### src/rtl/systolic_tile_sequencer.sv
// Operand sequencer for an N x N output-stationary systolic MAC array.
// Skews A/B lanes, flushes the array and pushes accumulators by diagonal.
module systolic_tile_sequencer #(
   parameter int N  = 2,
   parameter int DW = 8,
   parameter int SW = 17,
   parameter int IW = 32
) (
   input  logic            clk,
   input  logic            reset,
   input  logic            start,
   input  logic [SW-1:0]   size,
   input  logic            in_valid,
   output logic            in_ready,
   input  logic [N*DW-1:0] a_vec,
   input  logic [N*DW-1:0] b_vec,
   output logic [N*DW-1:0] a_skew,
   output logic [N*DW-1:0] b_skew,
   output logic            pe_en,
   output logic [2*N-2:0]  push_diag,
   output logic [IW-1:0]   tile_idx,
   output logic            busy,
   output logic            done,
   output logic            err_size
);

   localparam int LG = $clog2(N);
   localparam int PW = 2*N-1;
   localparam int CW = $clog2(2*N);

   localparam logic [2:0] S_IDLE  = 3'd0;
   localparam logic [2:0] S_RUN   = 3'd1;
   localparam logic [2:0] S_FLUSH = 3'd2;
   localparam logic [2:0] S_PUSH  = 3'd3;
   localparam logic [2:0] S_DONE  = 3'd4;

   logic [2:0]    state;
   logic [SW-1:0] size_q;
   logic [SW-1:0] step;
   logic [IW-1:0] total;
   logic [IW-1:0] side;
   logic [CW-1:0] cnt;
   logic          adv;
   logic          last_beat;
   logic          bad_size;

   assign in_ready  = (state == S_RUN);
   assign busy      = (state != S_IDLE);
   assign done      = (state == S_DONE);
   assign adv       = (in_ready && in_valid) || (state == S_FLUSH);
   assign last_beat = (step == size_q - SW'(1));
   assign side      = IW'(size >> LG);
   assign bad_size  = (size == '0) || (size[LG-1:0] != '0);

   always_comb begin
      push_diag = '0;
      if (state == S_PUSH)
         push_diag = PW'(1) << cnt;
   end

   always_ff @(posedge clk or posedge reset) begin
      if (reset) begin
         state    <= S_IDLE;
         size_q   <= '0;
         step     <= '0;
         total    <= '0;
         cnt      <= '0;
         tile_idx <= '0;
         pe_en    <= 1'b0;
         err_size <= 1'b0;
      end else begin
         err_size <= 1'b0;
         pe_en    <= adv;
         unique case (state)
            S_IDLE: begin
               if (start) begin
                  if (bad_size) begin
                     err_size <= 1'b1;
                  end else begin
                     size_q   <= size;
                     total    <= side * side;
                     tile_idx <= '0;
                     step     <= '0;
                     state    <= S_RUN;
                  end
               end
            end
            S_RUN: begin
               if (adv) begin
                  if (last_beat) begin
                     cnt   <= '0;
                     state <= S_FLUSH;
                  end else begin
                     step <= step + SW'(1);
                  end
               end
            end
            S_FLUSH: begin
               if (cnt == CW'(2*N-3)) begin
                  cnt   <= '0;
                  state <= S_PUSH;
               end else begin
                  cnt <= cnt + CW'(1);
               end
            end
            S_PUSH: begin
               if (cnt == CW'(2*N-2)) begin
                  cnt <= '0;
                  if (tile_idx + IW'(1) == total) begin
                     state <= S_DONE;
                  end else begin
                     tile_idx <= tile_idx + IW'(1);
                     step     <= '0;
                     state    <= S_RUN;
                  end
               end else begin
                  cnt <= cnt + CW'(1);
               end
            end
            S_DONE: state <= S_IDLE;
            default: state <= S_IDLE;
         endcase
      end
   end

   // lane i delays its operand by i advances; flush cycles shift in zeros
   for (genvar i = 0; i < N; i++) begin : g_lane
      logic [DW-1:0] ca [i+1];
      logic [DW-1:0] cb [i+1];
      logic [DW-1:0] a_in;
      logic [DW-1:0] b_in;

      assign a_in = in_ready ? a_vec[i*DW +: DW] : '0;
      assign b_in = in_ready ? b_vec[i*DW +: DW] : '0;

      always_ff @(posedge clk or posedge reset) begin
         if (reset) begin
            for (int k = 0; k <= i; k++) begin
               ca[k] <= '0;
               cb[k] <= '0;
            end
         end else if (adv) begin
            ca[0] <= a_in;
            cb[0] <= b_in;
            for (int k = 1; k <= i; k++) begin
               ca[k] <= ca[k-1];
               cb[k] <= cb[k-1];
            end
         end
      end

      assign a_skew[i*DW +: DW] = ca[i];
      assign b_skew[i*DW +: DW] = cb[i];
   end

endmodule

### config.mk
export PLATFORM = sky130hd
export DESIGN_NAME = systolic_tile_sequencer
export DESIGN_NICKNAME = d
export VERILOG_FILES = /design/src/rtl/systolic_tile_sequencer.sv
export SDC_FILE = /design/constraint.sdc
export NUM_CORES = 1
export LEC_CHECK = 0
export CAP_MARGIN = 15
export CORE_ASPECT_RATIO = 0.5
export CORE_MARGIN = 8
export CORE_UTILIZATION = 40
export DETAILED_ROUTE_END_ITERATION = 8
export SKIP_CTS_REPAIR_TIMING = 1
export SYNTH_ARGS = -nofsm -noshare
export SYNTH_HDL_FRONTEND = slang
export SYNTH_SLANG_ARGS = --single-unit
### constraint.sdc
create_clock -name clk -period 6.75 [get_ports clk]
set_input_delay 1.35 -clock clk [delete_from_list [all_inputs] [get_ports clk]]
set_output_delay 1.35 -clock clk [all_outputs]
set_load 0.01 [all_outputs]
# --- Word level (Yosys, flattened, before mapping) ---
# Cells that the tools add are included.
word_totals:
  output_inout_bits: 72
  regBits: 153
  elab_cells: 84
op_classes:
  mux: 33
  n_reduce_logical: 14
  add_sub_neg: 4
  n_mul: 1
  n_eq_ne: 16
  shift: 1
  n_bitwise: 1
op_table:
  columns: ["operator", "n"]
  rows:
  - ["$mux 32", 4]
  - ["$mux 17", 6]
  - ["$pmux 32 s2", 1]
  - ["$pmux 17 s3", 1]
  - ["$add 32x1->32 const B", 1]
  - ["$eq 32x32->1", 1]
  - ["$mul 16x16->32", 1]
  - ["$mux 8", 4]
  - ["$mux 3", 8]
  - ["$add 17x1->17 const B", 1]
  - ["$eq 17x17->1", 1]
  - ["$logic_not 17->1", 1]
  - ["$sub 17x1->17 const B", 1]
  - ["$pmux 3 s4", 1]
  - ["$reduce_bool 3->1", 3]
  - ["$mux 2", 4]
  - ["$ne 2x1->1 const B", 4]
  - ["$ne 2x2->1 const B", 4]
  - ["$reduce_and 7->1", 1]
  - ["$eq 3x2->1 const B", 2]
  - ["$pmux 2 s3", 1]
  - ["$reduce_and 3->1", 2]
  - ["$reduce_and 6->1", 1]
  - ["$reduce_and 5->1", 1]
  - ["12 further kinds", 15]

# --- Depth between registers and ports, before layout ---
# Gate-level depths: netlist (run 1).
depth:
  depth_word: 5
  ltp_mapped: 26

# --- Worst setup path before layout (run 1) ---
# Ideal clock, no wire load.
synth_timing:
  kind: "input to register"
  startpoint: "input port size[14]"
  endpoint: "register total[27]"
  arrival_ps: 6939
  stages: 22
  path_buffers: 2
  slack_ps: -310
  required_time_ps: 6629
  path_cell_list: "clkbuf_1 -> clkbuf_1 -> nand2_1 -> fa_1 -> fa_1 -> inv_1 -> fa_1 -> fa_1 -> fa_1 -> inv_1 -> fa_1 -> inv_1 -> ha_1 -> a21o_1 -> a21o_1 -> a21oi_1 -> nor2_1 -> a211oi_1 -> nand2_1 -> a21o_1 -> a211o_1 -> a22o_1"
synth_between:
  elab_chain_len: 4
synth_lines:
  columns: ["item", "line_no", "text"]
  rows:
  - ["start: declaration", "12", "input logic [SW-1:0] size,"]
  - ["parallel branches: the longest is 4 deep, another holds $mul 16x16->32", null, null]
  - ["end signal: assignment", "81", "total <= side * side;"]
  - ["end: declaration", "40", "logic [IW-1:0] total;"]
# Several ways; the timed one is not identified.
# A chain may end at the register's enable or synchronous reset.

# --- Worst setup path after layout (run 1) ---
layout_timing:
  startpoint: "input port size[6]"
  endpoint: "register total[27]"
# The elaborated chain is that of the path after synthesis.

==> results of run 1 <==
## routing by layer
metal  vias to the layer above  wire length, um  global-route usage
met5                         -                0                   0
met4                         0              622              0.0448
met3                        42             1720              0.0178
met2                       261            20500               0.296
met1                      6584            21100               0.256
li1                       6487                -                   -
## final timing paths
kind	slack [ns]	endpoint	start
max	0.21	total[27]$_DFFE_PP0P_	size[6]
min in group asynchronous	1.47	pe_en$_DFF_PP0_	reset
max reg2reg	2.03	tile_idx[17]$_DFFE_PP0P_	tile_idx[0]$_DFFE_PP0P_
min	0.50	a_skew[8]$_DFFE_PP0P_	g_lane[1].ca[8]$_DFFE_PP0P_
min reg2reg	0.50	a_skew[8]$_DFFE_PP0P_	g_lane[1].ca[8]$_DFFE_PP0P_
max in group asynchronous	3.99	tile_idx[27]$_DFFE_PP0P_	reset
## through the flow
stage          total power [mW]  hold slack, ns  setup TNS, ns  utilization
3_3_place_gp               8.77           0.485          -8.43        0.471
2_1_floorplan              6.25           0.469       -0.00523            -
5_1_grt                    11.3           0.519        -0.0255        0.500
4_1_cts                    9.86           0.507          -1.82        0.486
6_report                   10.2           0.502              0        0.500
3_5_place_dp               8.83           0.492          -9.49        0.471
## worst register-to-register path, stage by stage (launching register included)
cell and delay, ns:
dfrtp_1 0.49, ha_1 0.35, nand4_1 0.63, or4_1 0.82
o21ai_0 0.36, o211ai_1 0.14, nor4_1 0.19, nand4_1 0.39
buf_4 0.37, o21bai_2 0.60, o21bai_1 0.21, a21o_1 0.13
## sequential cells by signal (all words and copies together) (netlist names)
register,flops
size_q,17
err_size,1
total,30
cnt,2
a_skew,8
state,3
step,17
b_skew,8
tile_idx,32
g_lane.cb,16
pe_en,1
g_lane.ca,16
## final cells by class
type,instances,area [um2],area share
clock buffers,17,425,0.0212
clock inverters,15,178,0.00884
inverters,274,1030,0.0514
multi-input cells,1294,11100,0.553
flip-flops and latches,151,3780,0.188
well taps,540,676,0.0336
repair buffers,312,2890,0.144
## power breakdown
part	switching, mW	internal, mW	leakage [nW]
logic	4.02	3.73	7.58
clock network	0.445	0.532	0.290
registers	0.329	1.19	1.97
## synthesized netlist by cell type (all sizes together), types with 6 or more instances
cell type | number | area share
nand2 | 227 | 0.053
or3 | 13 | 0.0050
nor3 | 32 | 0.010
nor4 | 22 | 0.010
or4 | 7 | 0.0035
a21oi | 65 | 0.020
dfrtp | 151 | 0.23
and2 | 55 | 0.021
ha | 103 | 0.079
o211ai | 8 | 0.0037
nor2b | 11 | 0.0042
and3 | 30 | 0.012
a211o | 6 | 0.0032
inv | 274 | 0.063
xnor2 | 48 | 0.026
nand4 | 20 | 0.0081
nor2 | 60 | 0.014
mux2i | 12 | 0.0082
o21ai | 119 | 0.037
clkbuf | 75 | 0.017
xor2 | 42 | 0.023
buf | 39 | 0.017
nand2b | 23 | 0.0089
a21o | 26 | 0.012
fa | 162 | 0.20
o21a | 9 | 0.0042
o31ai | 14 | 0.0065
mux2 | 32 | 0.022
nand3 | 42 | 0.013
a31oi | 25 | 0.018
and4 | 6 | 0.0032
## cell families after synthesis
| kind of cell | after synthesis | synth area share |
|---|---|---|
| AO/OA/AOI/OAI | 325 | 0.133 |
| multiplexers | 44 | 0.0304 |
| buffers and inverters | 388 | 0.0975 |
| flip-flops | 151 | 0.233 |
| AND/OR/NAND/NOR | 570 | 0.178 |
| XOR/XNOR | 90 | 0.0486 |
| adder cells (fa/ha/maj) | 265 | 0.279 |
==> report_table.html, run 1 <==
<table>
<tr><th>Metric</th><th>Value</th></tr>
<tr><th colspan="2">Clocking</th></tr>
<tr><td>Root buf cell</td><td>clkbuf_16</td></tr>
<tr><td>Clock buffers created by TritonCTS</td><td>17</td></tr>
<tr><td>TritonCTS Sinks</td><td>151</td></tr>
<tr><td>Worst-Skew Late Latency</td><td>0.43 ns</td></tr>
<tr><td>TritonCTS clock tree</td><td>done</td></tr>
<tr><td>CTS HTree Levels</td><td>4</td></tr>
<tr><td>Clk pin slew, worst setup/hold paths</td><td>0.07 ns</td></tr>
<tr><td>Max clock buf depth</td><td>2</td></tr>
<tr><th colspan="2">Floorplan</th></tr>
<tr><td>Horizontal die dimension</td><td>301 um</td></tr>
<tr><td>Starting density of the core</td><td>0.404</td></tr>
<tr><td>Row Count</td><td>52</td></tr>
<tr><td>Die Y-Extent</td><td>158 um</td></tr>
<tr><td>Top-level port count</td><td>125</td></tr>
<tr><td>Die Footprint</td><td>47,700 um2</td></tr>
<tr><td>CORE AREA</td><td>40,200 um2</td></tr>
<tr><th colspan="2">Worst setup path</th></tr>
<tr><td>Sequence of cells on the critical path</td><td>dlymetal6s2s_1, buf_12, buf_12, buf_4, nand2_1, fa_1, inv_1, fa_1, ha_1, inv_1, fa_1, fa_1, fa_1, inv_1, ha_2, o21a_1, o21ai_1, a22oi_2, a221oi_2, or3_4, nand2_1, a21o_1, a211o_1, a22o_1</td></tr>
<tr><td>Setup CP Type</td><td>in2reg</td></tr>
<tr><td>Dominant delay contributor by cell family on the critical path</td><td>adder cells</td></tr>
<tr><td>Cell occurring most often along the worst timing path</td><td>fa_1</td></tr>
<tr><td>Largest fanout of any net on the critical path</td><td>7</td></tr>
<tr><td>Logic depth of the worst path, buffers included</td><td>24</td></tr>
<tr><td>Critical Path AT</td><td>6.85 ns</td></tr>
<tr><td>R2R depth</td><td>11</td></tr>
<tr><td>Worst-path cell with the longest stage delay</td><td>fa_1</td></tr>
<tr><td>Combined buffer and inverter count along the critical path</td><td>7</td></tr>
<tr><td>Largest stage delay on the critical path</td><td>0.54 ns</td></tr>
<tr><td>Type of element launching the critical path</td><td>input port</td></tr>
<tr><td>Sort of element at the end of the critical path</td><td>flop</td></tr>
<tr><td>Req. time, crit path</td><td>7.06 ns</td></tr>
<tr><th colspan="2">Logic synthesis</th></tr>
<tr><td>Number of enable flip-flop cells after synthesis</td><td>0</td></tr>
<tr><td>Dominant register cell in the synthesized netlist</td><td>dfrtp_1</td></tr>
<tr><td>Net count of the mapped netlist</td><td>2,151</td></tr>
<tr><td>Yosys warnings</td><td>0</td></tr>
<tr><td>Synthesized netlist cell count</td><td>1,833</td></tr>
<tr><td>Register area share after synthesis</td><td>0.233</td></tr>
<tr><td>Async S/R FF share, synth</td><td>1.00</td></tr>
<tr><td>#FFs+latches synth</td><td>151</td></tr>
<tr><td>Synth unique cells</td><td>77</td></tr>
<tr><td>Post-Syn Area</td><td>16,200 um2</td></tr>
<tr><td>Synth Area per Inst</td><td>8.85 um2</td></tr>
<tr><th colspan="2">Power</th></tr>
<tr><td>Static Leak</td><td>9.84 nW</td></tr>
<tr><td>Power per Cell Area</td><td>509 nW/um2</td></tr>
<tr><td>IR Drop Worst-Case VDD</td><td>555 uV</td></tr>
<tr><th colspan="2">Global routing</th></tr>
<tr><td>Remaining global-route overflow</td><td>0</td></tr>
<tr><td>Maximum number of pins on one net before global-route repair</td><td>96</td></tr>
<tr><td>Total routing usage reported by global routing</td><td>0.181</td></tr>
<tr><td>Wire length of the first global-routing pass</td><td>70,200 um</td></tr>
<tr><td>Number of antenna violations at the first check in global routing</td><td>1</td></tr>
<tr><td>Number of global-route vias before repair</td><td>13,300</td></tr>
<tr><th colspan="2">Timing</th></tr>
<tr><td>Number of hold violations in the final report</td><td>0</td></tr>
<tr><td>Final worst-path cycle share</td><td>0.969</td></tr>
<tr><td>Number of max-slew violations in the final report</td><td>0</td></tr>
<tr><td>Largest clock skew in the final design</td><td>0.0105 ns</td></tr>
<tr><td>Final setup fails</td><td>0</td></tr>
<tr><td>Tightest Pin Transition</td><td>1.17 ns</td></tr>
<tr><td>Timing-limited maximum frequency</td><td>153 MHz</td></tr>
<tr><td>Worst-case headroom to the max-slew limit</td><td>0.218</td></tr>
<tr><td>Setup WS post-layout</td><td>0.212 ns</td></tr>
<tr><td>Min Clock Period, post-route</td><td>6.54 ns</td></tr>
<tr><th colspan="2">Min path</th></tr>
<tr><td>WHS Path Cells</td><td>1</td></tr>
<tr><td>Class of the worst hold path</td><td>reg2reg</td></tr>
<tr><th colspan="2">Detailed routing</th></tr>
<tr><td>Post-detailed-route wirelength per cell</td><td>16.9 um</td></tr>
<tr><td>Number of vias after detailed routing</td><td>13,400</td></tr>
<tr><td>DRC viols</td><td>0</td></tr>
<tr><td>Antenna-violating nets left</td><td>0</td></tr>
<tr><td>First DRT Iteration DRCs</td><td>925</td></tr>
<tr><td>TritonRoute pass-1 iters</td><td>5</td></tr>
<tr><td>Post-Route WL</td><td>43,900 um</td></tr>
<tr><td>Via density per instance</td><td>5.14</td></tr>
<tr><th colspan="2">Final layout</th></tr>
<tr><td>Final Cell Area</td><td>20,100 um2</td></tr>
<tr><td>Ratio of cells with drive above 1 in the final layout</td><td>0.171</td></tr>
<tr><td>Post-Layout Cell Count</td><td>2,603</td></tr>
<tr><td>Most frequent cells in the layout</td><td>inv_1 (263), nand2_1 (219), buf_4 (164), fa_1 (153), dfrtp_1 (151)</td></tr>
<tr><td>Commonest non-fill, non-tap cell in the layout</td><td>inv_1</td></tr>
<tr><td># fillers</td><td>3,817</td></tr>
<tr><td>Total inserted antenna cells</td><td>0</td></tr>
<tr><td>Layout area overhead</td><td>23.9%</td></tr>
<tr><td>Layout net count</td><td>2,368</td></tr>
<tr><th colspan="2">Flow run</th></tr>
<tr><td># Max-Cap Violations</td><td>0</td></tr>
<tr><th colspan="2">Placed design</th></tr>
<tr><td>Placed cell count</td><td>2,545</td></tr>
<tr><td>Post-Place Setup Slack</td><td>-0.689 ns</td></tr>
<tr><td>Number of input and output port buffers inserted</td><td>124</td></tr>
<tr><td>HPWL after detailed placement</td><td>33,600 um</td></tr>
<tr><td>Placement Cell Area</td><td>19,000 um2</td></tr>
<tr><td>Weighted congestion reported at the end of routability-driven placement</td><td>0.911</td></tr>
<tr><th colspan="2">Run status</th></tr>
<tr><td>Status</td><td>completed</td></tr>
</table>
Power figures use the tool's default switching activity.
==> run 2, diff against run 1 <==
CTS_CLUSTER_SIZE = 14   (was not set)
TNS_END_PERCENT = 10   (was not set)
==> results of run 2 <==
The final DEF is identical to that of run 1; final timing and power are the same.
